File: src/rtl/seq_comparator.sv
// ---------------------------------------------------------------------------
// seq_comparator
//
// Compares two WIDTH-bit operands CHUNK bits at a time. It starts at the most
// significant chunk and stops at the first chunk that differs. Signed
// comparison is done by inverting the sign bit of both operands at capture.
// After that inversion an unsigned chunk compare gives the two's-complement
// ordering.
//
// Ports
//   clk          rising-edge clock
//   rst_n        asynchronous active-low reset
//   in_valid     operand pair offered
//   in_ready     high only while idle; accept = in_valid & in_ready
//   A, B         operands (WIDTH bits)
//   signed_mode  1: two's-complement compare, 0: unsigned (sampled at accept)
//   out_valid    result available (high only in DONE)
//   out_ready    consumer takes the result; out_valid & out_ready -> IDLE
//   gt, lt, eq   one-hot relation of A to B while out_valid, else all 0
//   cycles       number of chunks examined for the current/last result
// ---------------------------------------------------------------------------
module seq_comparator #(
    parameter int WIDTH = 8,
    parameter int CHUNK = 2
) (
    input  logic                             clk,
    input  logic                             rst_n,
    input  logic                             in_valid,
    output logic                             in_ready,
    input  logic [WIDTH-1:0]                 A,
    input  logic [WIDTH-1:0]                 B,
    input  logic                             signed_mode,
    output logic                             out_valid,
    input  logic                             out_ready,
    output logic                             gt,
    output logic                             lt,
    output logic                             eq,
    output logic [$clog2(WIDTH/CHUNK+1)-1:0] cycles
);

    localparam int NCH  = WIDTH / CHUNK;
    localparam int CW   = $clog2(NCH + 1);
    // A single-chunk configuration still needs a 1-bit index register.
    localparam int IDXW = (NCH > 1) ? $clog2(NCH) : 1;

    localparam logic [1:0] IDLE = 2'd0;
    localparam logic [1:0] BUSY = 2'd1;
    localparam logic [1:0] DONE = 2'd2;

    localparam logic [IDXW-1:0] IDX_TOP = IDXW'(NCH - 1);
    localparam logic [IDXW-1:0] IDX_ONE = IDXW'(1);
    localparam logic [CW-1:0]   CYC_ONE = CW'(1);

    logic [1:0]       state_reg, state_next;
    logic [WIDTH-1:0] a_reg, a_next;
    logic [WIDTH-1:0] b_reg, b_next;
    logic [IDXW-1:0]  idx_reg, idx_next;
    logic [CW-1:0]    cycles_reg, cycles_next;
    logic             gt_reg, gt_next;
    logic             lt_reg, lt_next;
    logic             eq_reg, eq_next;

    // Chunk views of the captured operands, indexed by chunk number.
    logic [CHUNK-1:0] a_chunk [NCH];
    logic [CHUNK-1:0] b_chunk [NCH];
    logic [CHUNK-1:0] a_sel;
    logic [CHUNK-1:0] b_sel;

    genvar gi;
    generate
        for (gi = 0; gi < NCH; gi++) begin : g_chunk
            assign a_chunk[gi] = a_reg[gi*CHUNK +: CHUNK];
            assign b_chunk[gi] = b_reg[gi*CHUNK +: CHUNK];
        end
    endgenerate

    assign a_sel = a_chunk[idx_reg];
    assign b_sel = b_chunk[idx_reg];

    always_comb begin
        state_next  = state_reg;
        a_next      = a_reg;
        b_next      = b_reg;
        idx_next    = idx_reg;
        cycles_next = cycles_reg;
        gt_next     = gt_reg;
        lt_next     = lt_reg;
        eq_next     = eq_reg;

        case (state_reg)
            IDLE: begin
                // in_ready is implied by being in IDLE.
                if (in_valid) begin
                    // Flipping the sign bit maps two's-complement order onto
                    // unsigned order, so BUSY never needs to know the mode.
                    a_next      = {A[WIDTH-1] ^ signed_mode, A[WIDTH-2:0]};
                    b_next      = {B[WIDTH-1] ^ signed_mode, B[WIDTH-2:0]};
                    idx_next    = IDX_TOP;
                    cycles_next = '0;
                    state_next  = BUSY;
                end
            end

            BUSY: begin
                cycles_next = cycles_reg + CYC_ONE;
                if (a_sel != b_sel) begin
                    // First differing chunk decides the result.
                    gt_next    = (a_sel > b_sel);
                    lt_next    = (a_sel < b_sel);
                    state_next = DONE;
                end else if (idx_reg == '0) begin
                    eq_next    = 1'b1;
                    state_next = DONE;
                end else begin
                    idx_next = idx_reg - IDX_ONE;
                end
            end

            DONE: begin
                // Flags clear at handoff so they read 0 whenever out_valid is 0.
                // cycles is deliberately left as it is.
                if (out_ready) begin
                    gt_next    = 1'b0;
                    lt_next    = 1'b0;
                    eq_next    = 1'b0;
                    state_next = IDLE;
                end
            end

            default: begin
                state_next = IDLE;
            end
        endcase
    end

    always_ff @(posedge clk or negedge rst_n) begin
        if (!rst_n) begin
            state_reg  <= IDLE;
            a_reg      <= '0;
            b_reg      <= '0;
            idx_reg    <= '0;
            cycles_reg <= '0;
            gt_reg     <= 1'b0;
            lt_reg     <= 1'b0;
            eq_reg     <= 1'b0;
        end else begin
            state_reg  <= state_next;
            a_reg      <= a_next;
            b_reg      <= b_next;
            idx_reg    <= idx_next;
            cycles_reg <= cycles_next;
            gt_reg     <= gt_next;
            lt_reg     <= lt_next;
            eq_reg     <= eq_next;
        end
    end

    assign in_ready  = (state_reg == IDLE);
    assign out_valid = (state_reg == DONE);
    assign gt        = gt_reg;
    assign lt        = lt_reg;
    assign eq        = eq_reg;
    assign cycles    = cycles_reg;

endmodule

File: config.mk
export PLATFORM = sky130hd
export DESIGN_NAME = seq_comparator
export DESIGN_NICKNAME = d
export VERILOG_FILES = /design/src/rtl/seq_comparator.sv
export SDC_FILE = /design/constraint.sdc
export NUM_CORES = 1
export LEC_CHECK = 0
export CAP_MARGIN = 20
export CORE_MARGIN = 5
export CORE_UTILIZATION = 45
export DETAILED_ROUTE_END_ITERATION = 10
export HOLD_SLACK_MARGIN = 0.06
export PLACE_DENSITY = 0.75
export SETUP_SLACK_MARGIN = 0.05
export SLEW_MARGIN = 10
export SYNTH_ARGS = -nofsm -noshare
export SYNTH_HDL_FRONTEND = slang
export SYNTH_SLANG_ARGS = --single-unit
File: constraint.sdc
create_clock -name clk -period 1.9 [get_ports clk]
set_input_delay 0.38 -clock clk [delete_from_list [all_inputs] [get_ports clk]]
set_output_delay 0.38 -clock clk [all_outputs]
set_load 0.02 [all_outputs]
==> results.sh <==
export IMPL_wire_per_inst_um=15.1
export IMPL_p_leak_nw=0.770
export IMPL_nFillCells=233
export IMPL_skew_ps=14.1
export IMPL_cts_hold_fix_buffers=0
export IMPL_insertion_delay_ps=340
export IMPL_period_needed_ps=1880
export IMPL_grt_setup_unrepaired="yes"
export IMPL_p_int_mw=1.89
export IMPL_gr_usage_met1=0.160
export IMPL_cp_max_fo=6
export IMPL_port_buffer_count=28
export IMPL_path_cells="mux4_2 > ha_4 > and3b_2 > o22ai_1 > a31oi_1"
export IMPL_ys_warn_count=0
export IMPL_fp_coreArea_sq_um=2780
export IMPL_clkPwrFrac=0.134
export IMPL_critPathLaunchType="register"
export IMPL_dieArea_sq_um=4130
export IMPL_start_util=0.476
export IMPL_finalPower_mw=2.89
export IMPL_swShare=0.347
export IMPL_n_antenna_cell=0
export IMPL_synth_area_leaders="dfrtp_1 49%, mux2_2 7.6%, mux2_4 6.8%, mux4_2 6.8%, ha_1 3.8%"
export IMPL_combinationalPowerShare=0.530
export IMPL_gr_usage_all_layers=0.132
export IMPL_clock_path_buffers=2
export IMPL_min_period_over_period=0.992
export IMPL_worst_pin_slew_ps=335
export IMPL_met2_usage=0.215
export IMPL_grt_first_pass_wirelength_um=4280
export IMPL_cp_startpoint="idx_reg[0]"
export IMPL_pwr_share_seq=0.335
export IMPL_cts_root_buf="clkbuf_4"
export IMPL_grt_busiest_layer="met2"
export IMPL_slew_viol_final=0
export IMPL_setup_viol=0
export IMPL_first_pass_iters=5
export IMPL_syn_instance_count=103
export IMPL_cts_tree="built"
export IMPL_use_met3=0.0350
export IMPL_endpoint_kind="register"
export IMPL_slowest_delay_ps=550
export IMPL_placed_cell_area_sq_um=1670
export IMPL_max_cap_viol_count=0
export IMPL_cp_depth=5
export IMPL_slowest_stage="mux4_2"
export IMPL_cp_buffers_inverters=0
export IMPL_synth_seq_cells=26
export IMPL_seq_area_frac_synth=0.491
export IMPL_worstSetupPathType="register to register"
export IMPL_utilization=0.629
export IMPL_cts_setup_buffers=0
export IMPL_synth_largest_area_cell="dfrtp_1"
export IMPL_cts_buffers=3
export IMPL_cp_arrival_ps=2160
export IMPL_vias=875
export IMPL_die_y_um=64.3
export IMPL_drive_gt1_frac=0.299
export IMPL_hpwl_um=1930
export IMPL_cp_top_family="multiplexers"
export IMPL_die_w_um=64.3
export IMPL_num_rows=19
export IMPL_htreeDepth=1
export IMPL_ioPinCount=29
export IMPL_finalSetupTns_ps=0
export IMPL_fin_nets=163
export IMPL_avgViaCountPerCell=5.21
export IMPL_finalHoldViolations=0
export IMPL_mappedNetlistNets=128
export IMPL_worst_r2r_path_depth=5
export IMPL_area_delta_synth_final_pct=32.0
export IMPL_slew_headroom=0.777
export IMPL_antenna_left=0
export IMPL_powerDensity_nw_per_um2=1650
export IMPL_grt_max_degree=27
export IMPL_gp_congestion=0.787
export IMPL_antenna_found_initial=0
export IMPL_irDropWorstVdd_mv=1.03
export IMPL_grt_overflow=0
export IMPL_grt_pass1_vias=919
export IMPL_wl_um=2540
export IMPL_cts_sinks=26
export IMPL_status="finished clean"
export IMPL_hold_path_class="primary input to asynchronous set/reset pin"
export IMPL_post_synth_cell_area_avg_sq_um=12.9
export IMPL_clkSlewWorstSetupHoldPaths_ps=150
export IMPL_switchingPower_mw=1.01
export IMPL_fmax_mhz=531
export IMPL_yosysTopAreaCellShare=0.491
export IMPL_syn_area_sq_um=1330
export IMPL_ys_types=29
export IMPL_first_iter_violations=43
export IMPL_crit_required_ps=2170
export IMPL_drc=0
export IMPL_r2r_start="idx_reg[0]"
export IMPL_stdcell_area_sq_um=1750
-- timing repair --
action                     CTS  global route
gates resized for setup      5             4
setup endpoints to repair    9             6
pin swaps                    1             6
-- Yosys cell counts --
| master | count |
|---|---|
| dfrtp_1 | 26 |
| mux2_2 | 9 |
| inv_1 | 7 |
| nor2_1 | 7 |
| mux2_4 | 6 |
| a21oi_1 | 4 |
| ha_1 | 4 |
| mux4_2 | 4 |
| nand2_1 | 4 |
| nand2b_1 | 4 |
| o21ai_0 | 3 |
| a22o_1 | 2 |
| a31oi_1 | 2 |
| buf_2 | 2 |
| buf_6 | 2 |
| mux2i_1 | 2 |
| o22ai_1 | 2 |
| xnor2_1 | 2 |
| a211oi_1 | 1 |
| a21o_1 | 1 |
| a41oi_1 | 1 |
| and2b_1 | 1 |
| and3b_1 | 1 |
| buf_12 | 1 |
| clkbuf_1 | 1 |
| nor3b_2 | 1 |
| o21ba_2 | 1 |
| o21bai_1 | 1 |
| o2bb2ai_1 | 1 |
-- worst paths after layout --
kind / endpoint / slack (ps)
max: idx_reg[0] / 20
min: state_reg[1] / 400
max reg2reg: idx_reg[0] / 20
min reg2reg: a_reg[5] / 530
max in group asynchronous: idx_reg[0] / 1230
min in group clk: a_reg[5] / 530
-- power groups by stage --
| stage | Combinational [mW] | Clock, mW | Sequential, mW |
|---|---|---|---|
| global placement | 1.41 | 0 | 0.971 |
| detailed placement | 1.47 | 0 | 0.986 |
| floorplan | 1.04 | 0 | 0.977 |
| finish | 1.53 | 0.389 | 0.970 |
| CTS | 1.50 | 0.403 | 0.976 |
| global route | 1.68 | 0.413 | 1.01 |
-- area by class of cell --
type                       count  area, sq um  share of cell area
clock inverter                 1         30.0              0.0172
inverter                       7         26.3              0.0150
timing repair buffer          36          350               0.200
clock buffer                   3         22.5              0.0129
sequential                    26          652               0.373
multi-input combinational     64          629               0.360
tap                           31         38.8              0.0222
-- worst reg2reg max path, delay by kind of cell, from the launching register on --
family          cells  cell delay (ps)
mux                 1              550
compound gates      2              230
fa+ha+maj           1              290
simple gates        1              260
flops               1              480
-- placed cells by master (no fill, tap or decap), drive strengths merged, types with 4 or more instances in the layout --
cell | Yosys | layout
nand2b | 4 | 4
ha | 4 | 4
mux2 | 15 | 15
dfrtp | 26 | 26
nor2 | 7 | 7
clkdlybuf4s50 | 0 | 26
mux4 | 4 | 4
nand2 | 4 | 4
a21oi | 4 | 4
inv | 7 | 7
buf | 5 | 8
-- routing by layer --
layer / up-vias / share of wire
met5: - / 0
met4: 0 / 0.017
met3: 5 / 0.068
met2: 28 / 0.50
met1: 414 / 0.42
li1: 428 / -
-- metrics by stage --
step	hold WS (ps)	setup WS, ps	instances
after floorplan	84.4	56.4	103
after global placement	493	-41.6	164
after detailed placement	492	-89.6	164
after CTS	400	6.22	168
after global routing	430	-66.5	168
final	400	15.4	168
-- logic make-up (layout without fill, tap and decap cells) --
group / count (synthesis) / after routing / share of synthesized area
compound gates: 19 / 19 / 0.0963
xor+xnor: 2 / 2 / 0.0132
fa+ha+maj: 4 / 4 / 0.0378
buf+inv: 13 / 47 / 0.0623
flops: 26 / 26 / 0.491
mux: 21 / 21 / 0.228
simple gates: 18 / 18 / 0.0718
No activity file was read; power rests on OpenSTA's default activity.
